===== src/rtl/gcd_multi_coprocessor_pkg.sv =====
// gcd_multi_coprocessor_pkg
// Shared definitions for the multi-engine GCD coprocessor: the per-engine
// state encoding and a helper that sizes round-robin pointers.
// No ports; imported by gcd_unit and gcd_multi_coprocessor.
package gcd_multi_coprocessor_pkg;

    // Engine life cycle: waiting for work, iterating, holding a finished result.
    typedef enum logic [1:0] {
        UNIT_IDLE = 2'd0,
        UNIT_CALC = 2'd1,
        UNIT_DONE = 2'd2
    } unit_state_t;

    // Width of a pointer that selects one of n items. It is never zero,
    // so a single-engine build still has a legal 1-bit pointer.
    function automatic int ptrWidth(input int n);
        return (n > 1) ? $clog2(n) : 1;
    endfunction

endpackage


===== src/rtl/gcd_multi_coprocessor_unit.sv =====
// gcd_unit
// One iterative subtract-and-swap GCD engine.
// Ports:
//   clk, reset       clock and synchronous active-low reset
//   i_load, i_a, i_b start a new operand pair (honoured only while idle)
//   i_collect        result has been taken; return to idle (honoured only while done)
//   o_idle, o_done   engine state flags
//   o_result         GCD value, valid while o_done is high
module gcd_unit
    import gcd_multi_coprocessor_pkg::*;
#(
    parameter int WIDTH = 16
) (
    input  logic             clk,
    input  logic             reset,
    input  logic             i_load,
    input  logic [WIDTH-1:0] i_a,
    input  logic [WIDTH-1:0] i_b,
    input  logic             i_collect,
    output logic             o_idle,
    output logic             o_done,
    output logic [WIDTH-1:0] o_result
);

    unit_state_t      r_state;
    unit_state_t      w_nextState;
    logic [WIDTH-1:0] r_a;
    logic [WIDTH-1:0] r_b;
    logic [WIDTH-1:0] w_nextA;
    logic [WIDTH-1:0] w_nextB;

    // State and operand registers.
    always_ff @(posedge clk) begin
        if (!reset) begin
            r_state <= UNIT_IDLE;
            r_a     <= '0;
            r_b     <= '0;
        end else begin
            r_state <= w_nextState;
            r_a     <= w_nextA;
            r_b     <= w_nextB;
        end
    end

    // One algorithm step per cycle. A is always kept >= B before subtracting,
    // so the subtraction can never wrap. B reaching zero leaves the answer in A.
    always_comb begin
        w_nextState = r_state;
        w_nextA     = r_a;
        w_nextB     = r_b;
        case (r_state)
            UNIT_IDLE: begin
                if (i_load) begin
                    w_nextState = UNIT_CALC;
                    w_nextA     = i_a;
                    w_nextB     = i_b;
                end
            end
            UNIT_CALC: begin
                if (r_a < r_b) begin
                    w_nextA = r_b;
                    w_nextB = r_a;
                end else if (r_b != '0) begin
                    w_nextA = r_a - r_b;
                end else begin
                    w_nextState = UNIT_DONE;
                end
            end
            UNIT_DONE: begin
                if (i_collect) begin
                    w_nextState = UNIT_IDLE;
                end
            end
            default: begin
                w_nextState = UNIT_IDLE;
            end
        endcase
    end

    assign o_idle   = (r_state == UNIT_IDLE);
    assign o_done   = (r_state == UNIT_DONE);
    assign o_result = r_a;

endmodule


===== src/rtl/gcd_multi_coprocessor.sv =====
// gcd_multi_coprocessor
// Multi-engine GCD coprocessor. Operand pairs enter an input FIFO, are handed
// round-robin to NUM_UNITS engines, and are collected with a matching
// round-robin pointer into an output FIFO, so results leave in arrival order.
// Ports:
//   clk, reset                              clock, synchronous active-low reset
//   operands_val/_rdy, operands_bits_A/_B   operand pair handshake
//   result_val/_rdy, result_bits            result handshake (output FIFO head)
//   in_flight                               pairs accepted but not yet delivered
module gcd_multi_coprocessor
    import gcd_multi_coprocessor_pkg::*;
#(
    parameter int WIDTH     = 16,
    parameter int NUM_UNITS = 2,
    parameter int DEPTH     = 4
) (
    input  logic                                   clk,
    input  logic                                   reset,
    input  logic                                   operands_val,
    input  logic [WIDTH-1:0]                       operands_bits_A,
    input  logic [WIDTH-1:0]                       operands_bits_B,
    output logic                                   operands_rdy,
    output logic                                   result_val,
    output logic [WIDTH-1:0]                       result_bits,
    input  logic                                   result_rdy,
    output logic [$clog2(2*DEPTH+NUM_UNITS+1)-1:0] in_flight
);

    localparam int UPTR_W = ptrWidth(NUM_UNITS);
    localparam int FPTR_W = $clog2(DEPTH);
    localparam int CNT_W  = $clog2(DEPTH + 1);
    localparam int IF_W   = $clog2(2*DEPTH + NUM_UNITS + 1);

    logic [2*WIDTH-1:0] r_inMem [DEPTH];
    logic [FPTR_W-1:0]  r_inWr;
    logic [FPTR_W-1:0]  r_inRd;
    logic [CNT_W-1:0]   r_inCount;
    logic [WIDTH-1:0]   r_outMem [DEPTH];
    logic [FPTR_W-1:0]  r_outWr;
    logic [FPTR_W-1:0]  r_outRd;
    logic [CNT_W-1:0]   r_outCount;
    logic [UPTR_W-1:0]  r_dispatchPtr;
    logic [UPTR_W-1:0]  r_collectPtr;
    logic [IF_W-1:0]    r_inFlight;

    logic [NUM_UNITS-1:0] w_unitIdle;
    logic [NUM_UNITS-1:0] w_unitDone;
    logic [WIDTH-1:0]     w_unitResult [NUM_UNITS];
    logic [2*WIDTH-1:0]   w_inHead;
    logic                 w_accept;
    logic                 w_dispatch;
    logic                 w_collect;
    logic                 w_deliver;
    logic                 w_outHasData;

    function automatic logic [UPTR_W-1:0] advance(input logic [UPTR_W-1:0] p);
        return (p == UPTR_W'(NUM_UNITS - 1)) ? '0 : p + 1'b1;
    endfunction

    // Handshake outputs are forced low while reset is held so nothing is
    // offered or accepted before the state registers have been cleared.
    assign w_outHasData = (r_outCount != '0);
    assign operands_rdy = reset && (r_inCount != CNT_W'(DEPTH));
    assign result_val   = reset && w_outHasData;
    assign result_bits  = (reset && w_outHasData) ? r_outMem[r_outRd] : '0;
    assign in_flight    = r_inFlight;

    assign w_accept   = operands_val && operands_rdy;
    assign w_deliver  = result_val && result_rdy;
    assign w_inHead   = r_inMem[r_inRd];
    assign w_dispatch = (r_inCount != '0) && w_unitIdle[r_dispatchPtr];
    assign w_collect  = w_unitDone[r_collectPtr] && (r_outCount != CNT_W'(DEPTH));

    // Engines. Only the engine under the dispatch pointer may be loaded and
    // only the one under the collect pointer may be drained; a finished
    // engine elsewhere waits its turn, which is what keeps results ordered.
    for (genvar g = 0; g < NUM_UNITS; g++) begin : g_unit
        gcd_unit #(
            .WIDTH(WIDTH)
        ) u_unit (
            .clk       (clk),
            .reset     (reset),
            .i_load    (w_dispatch && (r_dispatchPtr == UPTR_W'(g))),
            .i_a       (w_inHead[2*WIDTH-1:WIDTH]),
            .i_b       (w_inHead[WIDTH-1:0]),
            .i_collect (w_collect && (r_collectPtr == UPTR_W'(g))),
            .o_idle    (w_unitIdle[g]),
            .o_done    (w_unitDone[g]),
            .o_result  (w_unitResult[g])
        );
    end

    // FIFO storage needs no reset: the counts decide what is valid.
    always_ff @(posedge clk) begin
        if (w_accept) begin
            r_inMem[r_inWr] <= {operands_bits_A, operands_bits_B};
        end
        if (w_collect) begin
            r_outMem[r_outWr] <= w_unitResult[r_collectPtr];
        end
    end

    // FIFO pointers and counts, round-robin pointers, and the in-flight
    // counter. DEPTH is a power of two, so FIFO pointers wrap naturally.
    always_ff @(posedge clk) begin
        if (!reset) begin
            r_inWr        <= '0;
            r_inRd        <= '0;
            r_inCount     <= '0;
            r_outWr       <= '0;
            r_outRd       <= '0;
            r_outCount    <= '0;
            r_dispatchPtr <= '0;
            r_collectPtr  <= '0;
            r_inFlight    <= '0;
        end else begin
            if (w_accept) begin
                r_inWr <= r_inWr + 1'b1;
            end
            if (w_dispatch) begin
                r_inRd        <= r_inRd + 1'b1;
                r_dispatchPtr <= advance(r_dispatchPtr);
            end
            if (w_collect) begin
                r_outWr      <= r_outWr + 1'b1;
                r_collectPtr <= advance(r_collectPtr);
            end
            if (w_deliver) begin
                r_outRd <= r_outRd + 1'b1;
            end
            r_inCount  <= r_inCount + CNT_W'(w_accept) - CNT_W'(w_dispatch);
            r_outCount <= r_outCount + CNT_W'(w_collect) - CNT_W'(w_deliver);
            r_inFlight <= r_inFlight + IF_W'(w_accept) - IF_W'(w_deliver);
        end
    end

endmodule

===== config.mk =====
export PLATFORM = sky130hd
export DESIGN_NAME = gcd_multi_coprocessor
export DESIGN_NICKNAME = d
export VERILOG_FILES = /design/src/rtl/gcd_multi_coprocessor_pkg.sv /design/src/rtl/gcd_multi_coprocessor_unit.sv /design/src/rtl/gcd_multi_coprocessor.sv
export SDC_FILE = /design/constraint.sdc
export NUM_CORES = 1
export LEC_CHECK = 0
export CAP_MARGIN = 20
export CORE_ASPECT_RATIO = 1.2
export CORE_MARGIN = 5
export CORE_UTILIZATION = 55
export CTS_CLUSTER_DIAMETER = 60
export DETAILED_ROUTE_END_ITERATION = 7
export GPL_TIMING_DRIVEN = 1
export PLACE_DENSITY = 0.82
export SKIP_CTS_REPAIR_TIMING = 1
export SLEW_MARGIN = 20
export SYNTH_ARGS = -nofsm -noshare
export SYNTH_HDL_FRONTEND = slang
export SYNTH_HIERARCHICAL = 1
export SYNTH_SLANG_ARGS = --single-unit

===== constraint.sdc =====
create_clock -name clk -period 2.9 [get_ports clk]
set_input_delay 0.725 -clock clk [delete_from_list [all_inputs] [get_ports clk]]
set_output_delay 0.725 -clock clk [all_outputs]
set_load 0.02 [all_outputs]

After elaboration in Yosys (flattened, before gate mapping)
Memory sizes are Yosys's and may differ from the RTL's. A register that Yosys moved wholly into a read port is not among the register bits.
Cells that the tools add are included.
W data, S select, Z words.
{"block": "totals", "regBits": 88, "latch_bits": 0, "ram_bits": 192, "rom_bits": 0, "input_bits": 36, "output_inout_bits": 22, "word_cells": 123, "mem_count": 2}
{"block": "classes", "add_sub_neg": 14, "mul": 0, "div": 0, "magnitude_cmp": 5, "n_eq_ne": 18, "shift": 0, "muxes": 42, "bitwise_logic": 3, "n_reduce_logical": 24}
{"memory": "r_inMem", "depth": 4, "width": 32, "rd": 1, "rd_ports_with_merged_regs": 1, "wr": 1, "line_no": "gcd_multi_coprocessor.sv:34", "source": "logic [2*WIDTH-1:0] r_inMem [DEPTH];"}
{"memory": "r_outMem", "depth": 4, "width": 16, "rd": 1, "rd_ports_with_merged_regs": 1, "wr": 1, "line_no": "gcd_multi_coprocessor.sv:38", "source": "logic [WIDTH-1:0] r_outMem [DEPTH];"}
{"op": "$mux W16", "count": 14}
{"op": "$pmux W16 S2", "count": 4}
{"op": "$lt A16 B16 Y1", "count": 2}
{"op": "$reduce_bool A16 Y1", "count": 2}
{"op": "$sub A16 B16 Y16", "count": 2}
{"op": "$mux W2", "count": 12}
{"op": "$ne A2 B1 Y1 const B", "count": 6}
{"op": "$pmux W2 S3", "count": 2}
{"op": "$reduce_and A3 Y1", "count": 4}
{"op": "$logic_and A1 B1 Y1", "count": 10}
{"op": "$mux W1", "count": 10}
{"op": "$add A2 B1 Y2 const B", "count": 4}
{"op": "$ne A2 B2 Y1 const B", "count": 4}
{"op": "$reduce_and A4 Y1", "count": 2}
{"op": "$add A3 B1 Y3", "count": 2}
{"op": "$ne A3 B1 Y1 const B", "count": 2}
{"op": "$ne A3 B3 Y1 const B", "count": 2}
{"op": "$reduce_bool A3 Y1", "count": 2}
{"op": "$sub A3 B1 Y3", "count": 2}
{"op": "$add A4 B1 Y4", "count": 1}
{"op": "$eq A2 B1 Y1 const B", "count": 2}
{"op": "$eq A2 B2 Y1 const B", "count": 2}
{"op": "$logic_not A2 Y1", "count": 2}
{"op": "$lt A1 B2 Y1 const B", "count": 2}
{"op": "6 further kinds", "count": 9}

Logic depth before layout (Yosys ltp)
{"block": "depth", "ltp_word": 7, "ltp_mapped": 13, "ltp_nobuf": 12}

Hierarchy
Netlist, hierarchy kept.
{"mod": "gcd_multi_coprocessor", "n_inst": 1, "cells_per_inst": 429, "area_each_um2": 8565.7}
{"mod": "gcd_unit", "n_inst": 2, "cells_per_inst": 306, "area_each_um2": 2537.4}

Worst setup path before layout
OpenSTA, ideal clock, no wires.
{"block": "synth_timing", "path_type": "in2reg", "from": "in reset", "to": "reg r_inFlight[3], in the netlist in_flight[3]", "setup_ns": 0.070, "arrival_time_ns": 2.600, "t_required_ns": 2.830, "slack_ns": 0.230, "cell_stages": 10, "cell_sequence": "buf_2 > inv_1 > a211oi_2 > inv_1 > ha_1 > inv_1 > ha_1 > a21o_1 > a2111oi_0 > o21bai_1"}
{"block": "synth_via", "elab_chain_len": 4}
{"element": "from (decl)", "line_no": "gcd_multi_coprocessor.sv:18", "source": "input logic reset,"}
{"element": "$logic_and A1 B1 Y1", "line_no": "gcd_multi_coprocessor.sv:63", "source": "assign operands_rdy = reset && (r_inCount != CNT_W'(DEPTH));"}
{"element": "$logic_and A1 B1 Y1", "line_no": "gcd_multi_coprocessor.sv:68", "source": "assign w_accept = operands_val && operands_rdy;"}
{"element": "$add A4 B1 Y4", "line_no": "gcd_multi_coprocessor.sv:133", "source": "r_inFlight <= r_inFlight + IF_W'(w_accept) - IF_W'(w_deliver);"}
{"element": "$sub A4 B1 Y4", "line_no": "gcd_multi_coprocessor.sv:133"}
{"element": "to (signal assigned)", "line_no": "gcd_multi_coprocessor.sv:133"}
{"element": "to (decl)", "line_no": "gcd_multi_coprocessor.sv:44", "source": "logic [IF_W-1:0] r_inFlight;"}
Parallel ways exist; a longest one is shown, timed or not.
A chain may end at the register's enable or synchronous reset.

Worst setup path in the final report
{"block": "layout_timing", "from": "reg g_unit[0].u_unit.r_a[0]", "to": "reg g_unit[0].u_unit.r_a[10]"}
{"block": "layout_via", "elab_chain_len": 4}
{"element": "from (decl)", "line_no": "gcd_multi_coprocessor_unit.sv:27", "source": "logic [WIDTH-1:0] r_a;"}
{"element": "from (signal assigned)", "line_no": "gcd_multi_coprocessor_unit.sv:40", "source": "r_a <= w_nextA;"}
{"element": "$sub A16 B16 Y16", "line_no": "gcd_multi_coprocessor_unit.sv:64", "source": "w_nextA = r_a - r_b;"}
{"element": "$mux W16", "line_no": "gcd_multi_coprocessor_unit.sv:63", "source": "end else if (r_b != '0) begin"}
{"element": "$mux W16", "line_no": "gcd_multi_coprocessor_unit.sv:60", "source": "if (r_a < r_b) begin"}
{"element": "$pmux W16 S2", "line_no": "gcd_multi_coprocessor_unit.sv:51", "source": "case (r_state)"}
Parallel ways exist; a longest one is shown, timed or not. The select of a mux whose other input is x is not followed.

==> metrics.yaml <==
synth.most_common_cell: "edfxtp_1"
cap_viol_max_count: 0
final_cell_count_no_fill: 1446
power_frac_comb: 0.502
clk_latency_ps: 530
required_ps: 3350
grt_use_met2: 0.3426
outcome: "complete, no violations"
netlist_area_um2: 13640
setup.worst_path.end: "g_unit[0].u_unit/o_result[10]"
worst-setup-path-type: "reg2reg"
grt_overflow_total: 0
finalPower_mw: 17.98
max_freq_mhz: 363.9
rrSetupSlack_ps: 150
dp.cells: 1397
htreeDepth: 1
cts_buffer_depth: 3
final_core_util: 0.6305
yosysSeqAreaShare: 0.5577
grt_start_max_net_pins: 99
intPower_mw: 10.77
final-hold-violation-count: 0
hpwlAfterDp_um: 20150
rows: 63
async_flop_share: 0
syn-num-nets: 1130
syn_inst: 1041
end_kind: "register"
tritoncts: "done"
worstMarginPinSlew_ps: 937.3
r2r_end: "g_unit[0].u_unit/o_result[10]"
synth_edf_count: 192
startpoint_type: "register"
grt_pass1_vias: 8815
irDropWorstVdd_mv: 0.6109
path_max_fanout: 11
num_vias: 8810
drive_above_1_share: 0.1552
yosys_register_bits: 284
synth_area_leaders: "edfxtp_1, dfxtp_1, mux4_2, ha_1, o221ai_1"
p_switching_mw: 7.210
synth.avg_cell_area_um2: 13.10
port_buffers: 57
fin_nets: 1191
drv_slew: 0
synth_top_cell_by_area: "edfxtp_1"
clock_sinks: 284
cts.root.buffer_cell: "clkbuf_16"
setup.worst_path.start: "g_unit[0].u_unit/o_result[0]"
max_slew_margin: 0.3751
yosys-top-cells-count: "edfxtp_1, dfxtp_1, inv_1"
drt-total-wl_um: 28440
grt_use_met1: 0.2597
ys.flop_type: "edfxtp_1"
io_pins: 58
reg2reg_depth: 10
cellPowerDensity_nw_per_um2: 1159
hp-class: "reg2reg"
design.die.area_um2: 28060
postRouteAntennaNets: 0
route.detailed.wl_per_inst_um: 19.67
antenna_found_initial: 0
die_x_um: 153.8
grt_pass1_wl_um: 45940
yosys_warnings: 6
start_util: 0.5546
drcViolationCount: 0
power_frac_seq: 0.309
cp_data_arrival_time_ps: 3200
numCtsBuffers: 27
clkPwrFrac: 0.189
syn_to_final_growth_pct: 13.69
drt_iter0_markers: 664
drt-pass1-iter-count: 5
viasPerCell: 6.093
fin_worst_skew_ps: 14.40
place_congestion: 0.9352
setup_viol: 0
yosysUniqueCellTypes: 69
diodes: 0
min_period_ps: 2748
grt_usage: 0.2013
die_h_um: 182.5
p_leak_nw: 5.708
switching_share: 0.4011
grtUsageMet3: 0.03676
min_period_over_period: 0.9475
yosysTopAreaCellShare: 0.4227
tns_ps: 0
regToRegStartpoint: "g_unit[0].u_unit/o_result[0]"
clk_pin_slew_ps: 70
busiest_layer: "met2"
core_um2: 24590
[layer usage]
layer | share of wire | routed length (um)
met5 | 0 | 0
met4 | 0.036 | 1027
met3 | 0.067 | 1913
met2 | 0.49 | 13860
met1 | 0.41 | 11640
[layout by cell type, fill, tap and decap left out, types with 7 or more instances in the layout]
cell type,netlist,routed
a211oi_1,14,14
and2_1,32,32
a21o_1,17,17
mux4_2,42,42
nand3_1,8,7
o21ai_0,31,31
dfxtp_1,92,91
nor3_1,9,9
dlymetal6s2s_1,0,16
xor2_1,13,13
a31oi_1,44,44
nor4_1,12,11
clkbuf_16,0,27
clkdlybuf4s50_1,0,40
inv_1,59,59
xnor2_1,14,14
nor2_1,34,34
edfxtp_1,192,192
o22ai_1,18,18
nand2b_1,8,8
and3_1,8,8
ha_1,48,48
nand2_1,57,57
mux2_2,17,17
o221ai_1,40,40
buf_4,11,31
a21oi_1,42,42
o211ai_1,20,20
nor2b_1,8,8
[through the flow]
step,hold slack [ps],setup slack [ps],cell area (um^2)
2_1_floorplan,452.9,229.7,13640
3_3_place_gp,468.7,109.4,14600
3_5_place_dp,478.1,24.22,14600
4_1_cts,492.8,-210.1,15440
5_1_grt,525.2,-1.334,15510
6_report,488.0,152.3,15510
[state kept, by name, summed over array words and instances (netlist names), 2 cells and up, named ones only]
register	count
r_inMem	128
r_outMem	64
g_unit.u_unit/o_result	32
g_unit.u_unit/r_b	32
g_unit.u_unit/r_state	4
in_flight	4
r_inCount	3
r_outCount	3
r_inRd	2
r_inWr	2
r_outRd	2
r_outWr	2
[power groups by stage]
stage	registers, mW	clock network (mW)	logic, mW
after CTS	5.54	3.47	8.92
after global routing	5.62	3.63	9.87
final	5.55	3.40	9.02
after detailed placement	5.62	0	8.86
after floorplan	5.43	0	7.05
after global placement	5.60	0	8.72
[how the worst min path moves through the flow]
stage | endpoint | slack [ps] | from | cells after the start
4_1_cts | r_outRd[0] | 490 | r_outRd[0] | 1
6_report | r_outRd[0] | 490 | r_outRd[0] | 1
3_3_place_gp | r_outRd[0] | 470 | r_outRd[0] | 1
2_1_floorplan | register | 450 | r_inRd[1] | 2
3_5_place_dp | r_outRd[0] | 480 | r_outRd[0] | 1
5_1_grt | g_unit[1].u_unit/o_result[2] | 530 | g_unit[1].u_unit/o_result[2] | 2
[critical path: stages (launching register included)]
cell       delay (ps)
dfxtp_1           380
inv_1              60
ha_1              230
fa_1              460
nand2b_1          230
a211oi_4          350
o211ai_2          140
and2_4            240
a2111oi_1         310
a211oi_1          100
o22ai_1           170
[cell families after synthesis]
logic type | count (synthesis) | synth area share
AO/OA/AOI/OAI | 279 | 0.1532
AND/OR/NAND/NOR | 204 | 0.07760
multiplexers | 71 | 0.09934
buffers and inverters | 123 | 0.04348
XOR/XNOR | 27 | 0.01734
flip-flops | 284 | 0.5577
adder cells (fa/ha/maj) | 53 | 0.05137
[cell type report]
class / instances / area, um^2
well taps: 325 / 406.6
fillers: 1798 / 9086
clock inverters: 15 / 147.6
repair buffers: 95 / 969.7
flip-flops and latches: 284 / 7609
inverters: 60 / 225.2
multi-input cells: 634 / 5451
clock buffers: 33 / 698.2
Power figures use the tool's default switching activity.
==> RTL edit: new RTL, same settings <==
`WIDTH` is set to 16 in 2 places; all go to 14.
--- a/src/rtl/gcd_multi_coprocessor_unit.sv
+++ b/src/rtl/gcd_multi_coprocessor_unit.sv
@@ -9,7 +9,7 @@
 module gcd_unit
     import gcd_multi_coprocessor_pkg::*;
 #(
-    parameter int WIDTH = 16
+    parameter int WIDTH = 14
 ) (
     input  logic             clk,
     input  logic             reset,
--- a/src/rtl/gcd_multi_coprocessor.sv
+++ b/src/rtl/gcd_multi_coprocessor.sv
@@ -10,7 +10,7 @@
 module gcd_multi_coprocessor
     import gcd_multi_coprocessor_pkg::*;
 #(
-    parameter int WIDTH     = 16,
+    parameter int WIDTH     = 14,
     parameter int NUM_UNITS = 2,
     parameter int DEPTH     = 4
 ) (
Ports: changed (resized operands_bits_A, operands_bits_B and result_bits); port bits go from 58 to 52. The function was not compared with the original's and may differ.
==> RTL edit against the unedited design <==
- sequential cell count down 32
- total power down 2.0%
- worst setup slack worse by 46 ps
- sequential share of layout area down 1.7 points
- clock power down 7.1%
- area after synthesis down 11%
- global-route usage up 1.3 points
- worst hold slack worse by 2.2 ps
- wire length down 3.6%
- design area down 8.4%
- highest routed layer is now met5
==> RTL edit: results (changes against the unedited design) <==
* Hold path start: r_inRd[1]
* Largest net degree at the start of global routing at 40 (-60%)
* Cell count of the worst reg-to-reg path at 11 (+1)
* Data arrival, critical path at 3210 ps (about the same)
* RR Startpoint: g_unit[1].u_unit/r_b[7]
* First-pass GRT wire length at 43500 µm (-5.3%)
* Hold depth at 2 (+1)
* Register Area at 0.006728 mm² (-12%)
* Final nets at 1147 (-3.7%)
* Clock sinks at 252 (-11%)
* DR iter-0 viols at 693 (+4.4%)
* R2R Setup Slk at 110 ps (-50 ps)
* Max rail drop VDD at 0.7795 mV (+28%)
* Antenna violations before repair at 1 (+1)
* Slew HR at 50.01% (+13 points)
* Clock network area share at 5.627% (+0.17 points)
* Post-DR wirelength/cell at 20.18 µm (+2.6%)
* Comb_multi_in at 592 (-6.6%)
* Sequential area share after synthesis at 55.66% (-0.11 points)
* Final HPWL DP at 19250 µm (-4.5%)
* Synthesized net count at 1040 (-8.0%)
* Status: complete, no violations
* Post-synth EDFFs at 168 (-13%)
* Leak pwr at 0.005494 µW (-3.8%)
* CP Max Fanout at 10 (-1)
* GPL Wtd Cong at 0.9538 (+2.0%)
* GRT Total Usage at 21.40% (+1.3 points)
## RTL edit: stage by stage
step	setup slack, ps	hold WS (ps)	cell area, µm²	std cells
global placement	-205.3	467.9	13300	1309
floorplan	229.7	452.9	12090	959
CTS	-226.7	484.5	14100	1354
global route	3.844	512.2	14210	1358
finish	106.1	485.8	14210	1358
detailed placement	-228.4	468.0	13300	1309
## RTL edit: how the worst max path moves through the flow
stage / cells after the start / endpoint / slack, ps / startpoint
floorplan: 10 / in_flight[3] / 230 / reset
global placement: 6 / result_bits[5] / -210 / reset
detailed placement: 6 / result_bits[0] / -230 / reset
CTS: 6 / result_bits[0] / -230 / reset
global route: 10 / g_unit[0].u_unit/o_result[6] / 4 / g_unit[0].u_unit/r_b[7]
finish: 11 / g_unit[1].u_unit/r_b[3] / 110 / g_unit[1].u_unit/r_b[7]
## RTL edit: cells by family (layout without fill, tap and decap cells)
logic type      Yosys count  after routing  share of synthesized area (%)
mux                      65             65                          9.908
xor+xnor                 21             21                          1.522
simple gates            230            230                          9.131
buf+inv                 115            240                          4.152
fa+ha+maj                49             49                          5.384
flops                   252            252                          55.66
compound gates          227            227                          14.25
## RTL edit: power by group
part	switching, µW	internal, µW
combinational	5310	4100
clock	1310	1840
sequential	528	4510
## RTL edit: worst min-delay path, delay by kind of cell, from the launching register on
| kind | cells | cell delay, ps |
|---|---|---|
| DFF | 1 | 310 |
| AOI/OAI and AO/OA | 2 | 130 |
## RTL edit: routing by layer
metal,vias to the layer above,part of all wire [%],track usage [%],routed length (µm)
met2,362,50,38.02,13740
met3,80,7.0,3.617,1925
met1,4046,40,26.50,10830
met4,2,3.3,7.992,899
li1,3868,-,-,-
met5,-,0.047,0,13
